[src/rtl/btop_sched_pkg.sv]
// Shared definitions for the b_top partial-sum RAM sequencer: code geometry,
// beat counts, slot index type and the frame state encoding.
package btop_sched_pkg;

  localparam int N = 1024;
  localparam int P = 128;
  localparam int Q = 6;

  function automatic int calc_wbeats(input int n, input int p);
    return n / (4 * p);
  endfunction

  function automatic int calc_rbeats(input int n, input int p);
    return n / (2 * p);
  endfunction

  localparam int WBEATS   = calc_wbeats(N, P);
  localparam int RBEATS   = calc_rbeats(N, P);
  localparam int WR_BEAT_W = 2 * P * Q;
  localparam int RD_BEAT_W = P * Q;
  localparam int SB_W     = (WBEATS > 1) ? $clog2(WBEATS) : 1;

  // Slot index as seen on the RAM's cnta/cntb counters.
  typedef logic [3:0]      slot_idx_t;
  typedef logic [SB_W-1:0] sb_idx_t;

  localparam slot_idx_t WBEATS_S   = slot_idx_t'(WBEATS);
  localparam slot_idx_t RBEATS_S   = slot_idx_t'(RBEATS);
  localparam slot_idx_t LAST_RBEAT = slot_idx_t'(RBEATS - 1);

  typedef enum logic [1:0] {
    ST_IDLE   = 2'd0,
    ST_ACTIVE = 2'd1,
    ST_DONE   = 2'd2
  } state_e;

endpackage

[src/rtl/btop_sched_if.sv]
// Handshake bundle between the b_top sequencer and its producer/consumer/RAM.
// master drives frame start, write offers and read requests; slave is the sequencer.
interface btop_sched_if;
  import btop_sched_pkg::*;

  logic      start;
  logic      wr_valid;
  logic      wr_ready;
  logic      rd_req;
  slot_idx_t cnta;
  logic      w_en;
  slot_idx_t cntb;
  logic      r_en;
  logic      rd_valid;
  slot_idx_t rd_idx;
  logic      busy;
  logic      frame_done;

  modport master (
    output start, wr_valid, rd_req,
    input  wr_ready, cnta, w_en, cntb, r_en, rd_valid, rd_idx, busy, frame_done
  );

  modport slave (
    input  start, wr_valid, rd_req,
    output wr_ready, cnta, w_en, cntb, r_en, rd_valid, rd_idx, busy, frame_done
  );

endinterface

[src/rtl/btop_scoreboard.sv]
// Per-slot written bits: cleared at frame start, set by a landed write beat,
// queried combinationally by read slot modulo WBEATS (registered state only).
module btop_scoreboard
  import btop_sched_pkg::*;
(
  input  logic      clk,
  input  logic      rst,
  input  logic      clr_i,
  input  logic      set_i,
  input  slot_idx_t set_idx_i,
  input  slot_idx_t query_idx_i,
  output logic      written_o
);

  logic [WBEATS-1:0] written_q;
  sb_idx_t           set_sel;
  sb_idx_t           qry_sel;

  always_comb begin
    set_sel   = sb_idx_t'(set_idx_i % WBEATS_S);
    qry_sel   = sb_idx_t'(query_idx_i % WBEATS_S);
    written_o = written_q[qry_sel];
  end

  always_ff @(posedge clk) begin
    if (!rst || clr_i) begin
      written_q <= '0;
    end else if (set_i) begin
      written_q[set_sel] <= 1'b1;
    end
  end

endmodule

[src/rtl/btop_sched.sv]
// b_top RAM sequencer: same-cycle write handshake and read issue, read data 1 cycle later.
// Writes stall once all WBEATS beats landed; reads stall until their slot is written.
module btop_sched
  import btop_sched_pkg::*;
(
  input logic        clk,
  input logic        rst,
  btop_sched_if.slave sched_if
);

  state_e    state_q;
  slot_idx_t wcnt_q;
  slot_idx_t rcnt_q;
  slot_idx_t rd_idx_q;
  logic      busy_q;
  logic      rd_valid_q;
  logic      frame_done_q;

  logic      active;
  logic      wr_ready;
  logic      w_en;
  logic      r_en;
  logic      slot_written;
  logic      sb_clr;
  slot_idx_t cnta;
  slot_idx_t cntb;

  // Counters are stale in IDLE until the next start, so the RAM sees zero there.
  always_comb begin
    active   = (state_q == ST_ACTIVE);
    wr_ready = active && (wcnt_q < WBEATS_S);
    w_en     = wr_ready && sched_if.wr_valid;
    r_en     = active && sched_if.rd_req && (rcnt_q < RBEATS_S) && slot_written;
    cnta     = (state_q == ST_IDLE) ? '0 : wcnt_q;
    cntb     = (state_q == ST_IDLE) ? '0 : rcnt_q;
    sb_clr   = (state_q == ST_IDLE) && sched_if.start;
  end

  btop_scoreboard u_scoreboard (
    .clk         (clk),
    .rst         (rst),
    .clr_i       (sb_clr),
    .set_i       (w_en),
    .set_idx_i   (wcnt_q),
    .query_idx_i (rcnt_q),
    .written_o   (slot_written)
  );

  always_ff @(posedge clk) begin
    if (!rst) begin
      state_q      <= ST_IDLE;
      wcnt_q       <= '0;
      rcnt_q       <= '0;
      busy_q       <= 1'b0;
      rd_valid_q   <= 1'b0;
      rd_idx_q     <= '0;
      frame_done_q <= 1'b0;
    end else begin
      rd_valid_q   <= r_en;
      rd_idx_q     <= cntb;
      frame_done_q <= r_en && (cntb == LAST_RBEAT);

      case (state_q)
        ST_IDLE: begin
          if (sched_if.start) begin
            state_q <= ST_ACTIVE;
            busy_q  <= 1'b1;
            wcnt_q  <= '0;
            rcnt_q  <= '0;
          end
        end
        ST_ACTIVE: begin
          if (w_en) begin
            wcnt_q <= wcnt_q + 4'd1;
          end
          if (r_en) begin
            rcnt_q <= rcnt_q + 4'd1;
            if (rcnt_q == LAST_RBEAT) begin
              state_q <= ST_DONE;
            end
          end
        end
        ST_DONE: begin
          state_q <= ST_IDLE;
          busy_q  <= 1'b0;
        end
        default: begin
          state_q <= ST_IDLE;
          busy_q  <= 1'b0;
        end
      endcase
    end
  end

  assign sched_if.wr_ready   = wr_ready;
  assign sched_if.w_en       = w_en;
  assign sched_if.cnta       = cnta;
  assign sched_if.r_en       = r_en;
  assign sched_if.cntb       = cntb;
  assign sched_if.rd_valid   = rd_valid_q;
  assign sched_if.rd_idx     = rd_idx_q;
  assign sched_if.busy       = busy_q;
  assign sched_if.frame_done = frame_done_q;

endmodule

[src/flat_wrapper.sv]
// flat-port wrapper written by rule: the top's interface ports become plain ports
module btop_sched_flat import btop_sched_pkg::*;
  (clk, rst, sched_if_start, sched_if_wr_valid, sched_if_rd_req, sched_if_wr_ready, sched_if_cnta, sched_if_w_en, sched_if_cntb, sched_if_r_en, sched_if_rd_valid, sched_if_rd_idx, sched_if_busy, sched_if_frame_done);
  btop_sched_if sched_if_i ();
  input logic clk;
  input logic rst;
  input wire logic [$bits(sched_if_i.start)-1:0] sched_if_start;
  input wire logic [$bits(sched_if_i.wr_valid)-1:0] sched_if_wr_valid;
  input wire logic [$bits(sched_if_i.rd_req)-1:0] sched_if_rd_req;
  output wire logic [$bits(sched_if_i.wr_ready)-1:0] sched_if_wr_ready;
  output wire logic [$bits(sched_if_i.cnta)-1:0] sched_if_cnta;
  output wire logic [$bits(sched_if_i.w_en)-1:0] sched_if_w_en;
  output wire logic [$bits(sched_if_i.cntb)-1:0] sched_if_cntb;
  output wire logic [$bits(sched_if_i.r_en)-1:0] sched_if_r_en;
  output wire logic [$bits(sched_if_i.rd_valid)-1:0] sched_if_rd_valid;
  output wire logic [$bits(sched_if_i.rd_idx)-1:0] sched_if_rd_idx;
  output wire logic [$bits(sched_if_i.busy)-1:0] sched_if_busy;
  output wire logic [$bits(sched_if_i.frame_done)-1:0] sched_if_frame_done;
  assign sched_if_i.start = sched_if_start;
  assign sched_if_i.wr_valid = sched_if_wr_valid;
  assign sched_if_i.rd_req = sched_if_rd_req;
  assign sched_if_wr_ready = sched_if_i.wr_ready;
  assign sched_if_cnta = sched_if_i.cnta;
  assign sched_if_w_en = sched_if_i.w_en;
  assign sched_if_cntb = sched_if_i.cntb;
  assign sched_if_r_en = sched_if_i.r_en;
  assign sched_if_rd_valid = sched_if_i.rd_valid;
  assign sched_if_rd_idx = sched_if_i.rd_idx;
  assign sched_if_busy = sched_if_i.busy;
  assign sched_if_frame_done = sched_if_i.frame_done;
  btop_sched u_core (.clk(clk), .rst(rst), .sched_if(sched_if_i));
endmodule
[config.mk]
export PLATFORM = sky130hd
export DESIGN_NAME = btop_sched_flat
export DESIGN_NICKNAME = d
export VERILOG_FILES = /design/src/rtl/btop_sched_pkg.sv /design/src/rtl/btop_sched_if.sv /design/src/rtl/btop_scoreboard.sv /design/src/rtl/btop_sched.sv /design/src/flat_wrapper.sv
export SDC_FILE = /design/constraint.sdc
export NUM_CORES = 1
export LEC_CHECK = 0
export BUFFER_PORTS_ARGS = -buffer_cell sky130_fd_sc_hd__buf_4
export CAP_MARGIN = 20
export CORE_AREA = 2 2 44 46
export CTS_CLUSTER_DIAMETER = 40
export CTS_CLUSTER_SIZE = 10
export DETAILED_ROUTE_END_ITERATION = 6
export DIE_AREA = 0 0 46 48
export PLACE_DENSITY = 0.69
export RECOVER_POWER = 100
export SLEW_MARGIN = 20
export SYNTH_ARGS = -nofsm -noshare
export SYNTH_HDL_FRONTEND = slang
export SYNTH_HIERARCHICAL = 1
export SYNTH_SLANG_ARGS = --single-unit
[constraint.sdc]
create_clock -name clk -period 1.6 [get_ports clk]
set_input_delay 0.16 -clock clk [delete_from_list [all_inputs] [get_ports clk]]
set_output_delay 0.16 -clock clk [all_outputs]
set_load 0.02 [all_outputs]
[After elaboration in Yosys (flattened, before gate mapping)]
Cells that the tools add are included.
Storage, ports and cells
  register bits: 19
  logic and storage cells: 57
Cells by class
  $add $sub $neg: 2
  magnitude comparators: 5
  eq/ne operators: 7
  mux-type cells: 17
  bitwise logic cells: 2
  reductions and logical operators: 16
Operator list (number)
  $mux 4: 5
  $pmux 4 s2: 2
  $reduce_and 3->1: 3
  $add 4x1->4 const B: 2
  $eq 4x2->1 const B: 2
  $logic_and 1x1->1: 8
  $ne 2x2->1 const B: 4
  $mux 2: 3
  $lt 1x2->1 const B: 2
  $lt 4x2->1 const B: 1
  $lt 4x3->1 const B: 1
  $mux 1: 4
  $pmux 2 s2: 1
  $eq 2x1->1 const B: 1
  $logic_not 2->1: 1
  $or 2x2->2: 1
  $pmux 1 s2: 1
  $reduce_and 2->1: 1
  $reduce_bool 2->1: 1
  $demux 1 s1: 1
  $ge 1x1->1 const B: 1
  $logic_not 1->1: 1
  $logic_or 1x1->1: 1
  $not 1->1: 1

[Longest topological paths before layout]
  depth in word-level cells: 6
  gate-level depth with buffers: 6
  depth with buffers taken out: 6

[By module]
The synthesis kept the hierarchy.
Modules (own cells, without submodules)
  btop_sched: instances 1, cells each 71, area each 684.4 sq um, sequential area each 340.3 sq um
  btop_scoreboard: instances 1, cells each 10, area each 90.1 sq um, sequential area each 40.0 sq um

[Worst setup path after synthesis]
OpenSTA, ideal clock, no wires.
  path type: reg-to-reg
  from: register u_core.rcnt_q[0]
  to: register u_core.frame_done_q (netlist: u_core/sched_if.frame_done)
  arrival time: 1236 ps
  setup slack: 304 ps
  cell stages (with the launch flop): 6
  path buffers: 0
  clock period less this slack: 1296 ps
  cell sequence: dfxtp_1 -> nand2_1 -> o21ai_1 -> and4bb_2 -> and2_1 -> and3_1
Between the ends
  cells in the longest elaborated chain, start to end: 4
  elaborated cells between the ends (all ways): 8
  those cells by class: order compare: 1; eq/ne: 1; mux: 3; reduce/logical: 3
RTL lines
  from (decl): RTL line btop_sched.sv:13  | slot_idx_t rcnt_q;
  from (signal assigned): RTL line btop_sched.sv:77  | rcnt_q <= rcnt_q + 4'd1;
  $mux 1 (not written as such) (2 in a row): RTL line btop_scoreboard.sv:22  | written_o = written_q[qry_sel];
  via u_core.slot_written: RTL line btop_sched.sv:23  | logic slot_written;
  $logic_and 1x1->1: RTL line btop_sched.sv:33  | r_en = active && sched_if.rd_req && (rcnt_q < RBEATS_S) && slot_written;
  via sched_if_r_en: RTL line flat_wrapper.sv:14  | output wire logic [$bits(sched_if_i.r_en)-1:0] sched_if_r_en;
  $logic_and 1x1->1: RTL line btop_sched.sv:61  | frame_done_q <= r_en && (cntb == LAST_RBEAT);
  to (signal assigned): RTL line btop_sched.sv:61
  to (decl): RTL line btop_sched.sv:17  | logic frame_done_q;
The timed path passes the listed nets, and every way through them passes these cells. The select of a mux whose other input is x is not followed.
A chain may end at the register's enable or synchronous reset.

[Final worst setup path]
  from: register u_core.state_q[0]
  to: output port sched_if_cnta[3]
Between the ends
  cells in the longest elaborated chain, start to end: 2
RTL lines
  from (decl): RTL line btop_sched.sv:11  | state_e state_q;
  from (signal assigned): RTL line btop_sched.sv:51  | state_q <= ST_IDLE;
  from (signal assigned): RTL line btop_sched.sv:66  | state_q <= ST_ACTIVE;
  from (signal assigned): RTL line btop_sched.sv:79  | state_q <= ST_DONE;
  $logic_not 2->1: RTL line btop_sched.sv:34  | cnta = (state_q == ST_IDLE) ? '0 : wcnt_q;
  $mux 4: RTL line btop_sched.sv:34
  to (decl): RTL line flat_wrapper.sv:11  | output wire logic [$bits(sched_if_i.cnta)-1:0] sched_if_cnta;
No other way between the ends.

==> flow_metrics.py <==
metrics = {
    "power": {
        "total_power_mw": 0.796,
        "power_frac_seq_pct": 60.9,
        "internal-power_mw": 0.605,
        "combPwrFrac_pct": 9.4,
        "ir_drop_uv": 471,
        "power_density_nw_per_um2": 821,
        "p_sw_share_pct": 24.0,
        "pwr-share-clk_pct": 29.6,
        "p_leak_nw": 0.458,
        "switching_power_mw": 0.191,
    },
    "placement": {
        "place_congestion": 0.757,
        "placed_cell_area_um2": 948,
        "dp_cells": 117,
        "dp_hpwl_um": 1130,
        "placement.io_buffers": 22,
    },
    "synth": {
        "yosysUniqueCellTypes": 31,
        "ys_ff_latch": 19,
        "synth_area_leaders": "dfxtp_1 49%, and2_1 8.1%, and3_1 4.0%",
        "syn_area_um2": 774,
        "postSynthAreaPerCell_um2": 9.56,
        "syn_nets": 88,
        "synth_area_leader_cell": "dfxtp_1",
        "syn_inst": 81,
        "yosysSeqAreaShare_pct": 49.1,
        "ys.warnings.count": 6,
        "yosysTopAreaCellShare_pct": 49.1,
    },
    "die": {
        "core_region_area_um2": 1690,
        "die_h_um": 48,
        "rows": 15,
        "start_util_pct": 45.9,
        "io-pin-count": 23,
        "die_w_um": 46,
        "die-area_um2": 2210,
    },
    "sta": {
        "timing.fmax_ghz": 0.658,
        "fin_crit_sh_pct": 95.0,
        "slew_violations": 0,
        "hold_viol": 0,
        "tightest_slew_ns": 0.279,
        "fin_setup_tns_ns": 0,
        "period_minus_slack_ns": 1.52,
        "fin_skew_ns": 0.00207,
        "slew_headroom_pct": 81.4,
        "rsz0062_at_grt": "no",
        "setup_viol": 0,
    },
    "cts": {
        "cts_max_level": 1,
        "cts_sinks": 19,
        "clk-insertion-delay-late_ns": 0.29,
        "root_buffer": "clkbuf_4",
        "cts_hold_buf": 0,
        "numCtsBuffers": 3,
        "ctsLongestPathBuffers": 2,
        "cts_tree": "done",
        "clk_pin_slew_ns": 0.10,
    },
    "final_layout": {
        "synthToLayoutAreaGrowth_pct": 25.2,
        "diodes": 0,
        "most-common-layout-cells": "18 x dfxtp_1, 14 x buf_4, 11 x clkbuf_1",
        "final_cell_area_um2": 970,
        "final_cells": 125,
        "final_common_cell": "dfxtp_1",
        "utilization_pct": 57.4,
        "final_nets": 116,
        "layout-drive-gt1-share_pct": 28.7,
    },
    "worst_setup_path": {
        "crit_path_end_kind": "output port",
        "worst_ep_arrival_time_ns": 1.36,
        "critPathKind": "reg -> out",
        "worstSetupStartpointType": "register",
        "r2r_start": "u_core/state_q[0]",
        "crit_fanout": 12,
        "r2r_setup_slack_ns": 0.19,
        "startpoint": "u_core/state_q[0]",
        "worstPathRequired_ns": 1.44,
    },
    "global_routing": {
        "antenna_found_initial": 0,
        "grt_max_degree": 17,
        "grt_pass1_wl_um": 2470,
        "track_usage_pct": 16.0,
        "grt_pass1_vias": 589,
        "grt_overflow_total": 0,
    },
    "hold_path": {
        "hold_start": "sched_if_start",
        "hold_path_class": "in -> reg",
    },
    "drt": {
        "dr.pass1.iters": 3,
        "wl_um": 1600,
        "drc_errors": 0,
        "vias": 639,
        "wl_per_cell_um": 12.8,
        "antenna_left": 0,
        "vias_per_cell": 5.11,
        "first_iter_violations": 11,
    },
    "run": {
        "cap_violations": 0,
    },
    "run_status": {
        "status": "finished clean",
    },
}
per-stage QoR:
stage / hold WS, ns / worst slack, ns
final: 0.140 / 0.0802
after global routing: 0.142 / 0.00233
after CTS: 0.129 / 0.00930
after detailed placement: 0.439 / 0.191
after global placement: 0.416 / 0.211
after floorplan: 0.305 / 0.304
registers in the layout, summed over array words and instances (netlist names):
name and flops:
u_core/sched_if.rd_valid 1, u_core/sched_if.rd_idx 4, u_core/u_scoreboard/written_q 2, u_core/rcnt_q 4, u_core/wcnt_q 4, u_core/sched_if.busy 1
u_core/sched_if.frame_done 1, u_core/state_q 2
power groups by stage:
stage / registers (mW) / clock network (mW) / logic (mW)
after floorplan: 0.499 / 0 / 0.0463
after global placement: 0.497 / 0 / 0.0747
after detailed placement: 0.498 / 0 / 0.0761
after CTS: 0.486 / 0.244 / 0.0794
after global routing: 0.486 / 0.268 / 0.0821
final: 0.485 / 0.236 / 0.0750
layout make-up:
type | instances | area, um^2
inverter | 5 | 18.8
multi-input combinational | 54 | 367
clock buffer | 4 | 26.3
tap | 17 | 21.3
sequential | 19 | 384
timing repair buffer | 26 | 153
fill | 164 | 719
cells by family after synthesis:
family | count (synthesis) | share of synthesized area, %
compound gates | 10 | 9.05
fa+ha+maj | 2 | 3.23
buf+inv | 8 | 4.04
flops | 19 | 49.1
mux | 1 | 1.29
simple gates | 41 | 33.3
what timing repair did:
| item | in CTS | in global routing |
|---|---|---|
| buffers inserted | 2 | 2 |
| pin swaps | 2 | 0 |
| gates resized for setup | 3 | 1 |
| gates cloned | 0 | 0 |
| setup endpoints to repair | 2 | 1 |
Yosys cell counts:
cell type	n
dfxtp_1	19
and2_1	10
nor2_1	7
and3_1	5
inv_1	4
nand2_1	3
nand2b_1	3
nand3_1	3
a21oi_1	2
and3_2	2
clkbuf_1	2
ha_1	2
a21oi_2	1
a311oi_1	1
a31o_1	1
a31oi_1	1
a41oi_1	1
and2b_2	1
and3_4	1
and4b_1	1
and4bb_2	1
buf_2	1
inv_2	1
mux2i_1	1
nand2b_4	1
nand4_1	1
o21ai_1	1
o22ai_1	1
o31ai_1	1
or2_2	1
or3b_1	1
final timing paths:
path | endpoint | cells after the start
setup / recovery | sched_if_cnta[3] | 3
setup reg to reg | u_core/wcnt_q[0] | 4
hold reg to reg | u_core/u_scoreboard/written_q[0] | 2
hold / removal | u_core/sched_if.busy | 3
metal layers:
metal	part of all wire (%)	track usage (%)
met1	46	18.7
met2	47	26.9
met3	5.5	3.77
met4	0.88	8.57
met5	0	0
critical path: stages, from the launching register on:
cell	delay (ns)
dfxtp_1	0.36
or2_2	0.38
and2_1	0.19
buf_4	0.15
No activity file was read; power rests on OpenSTA's default activity.
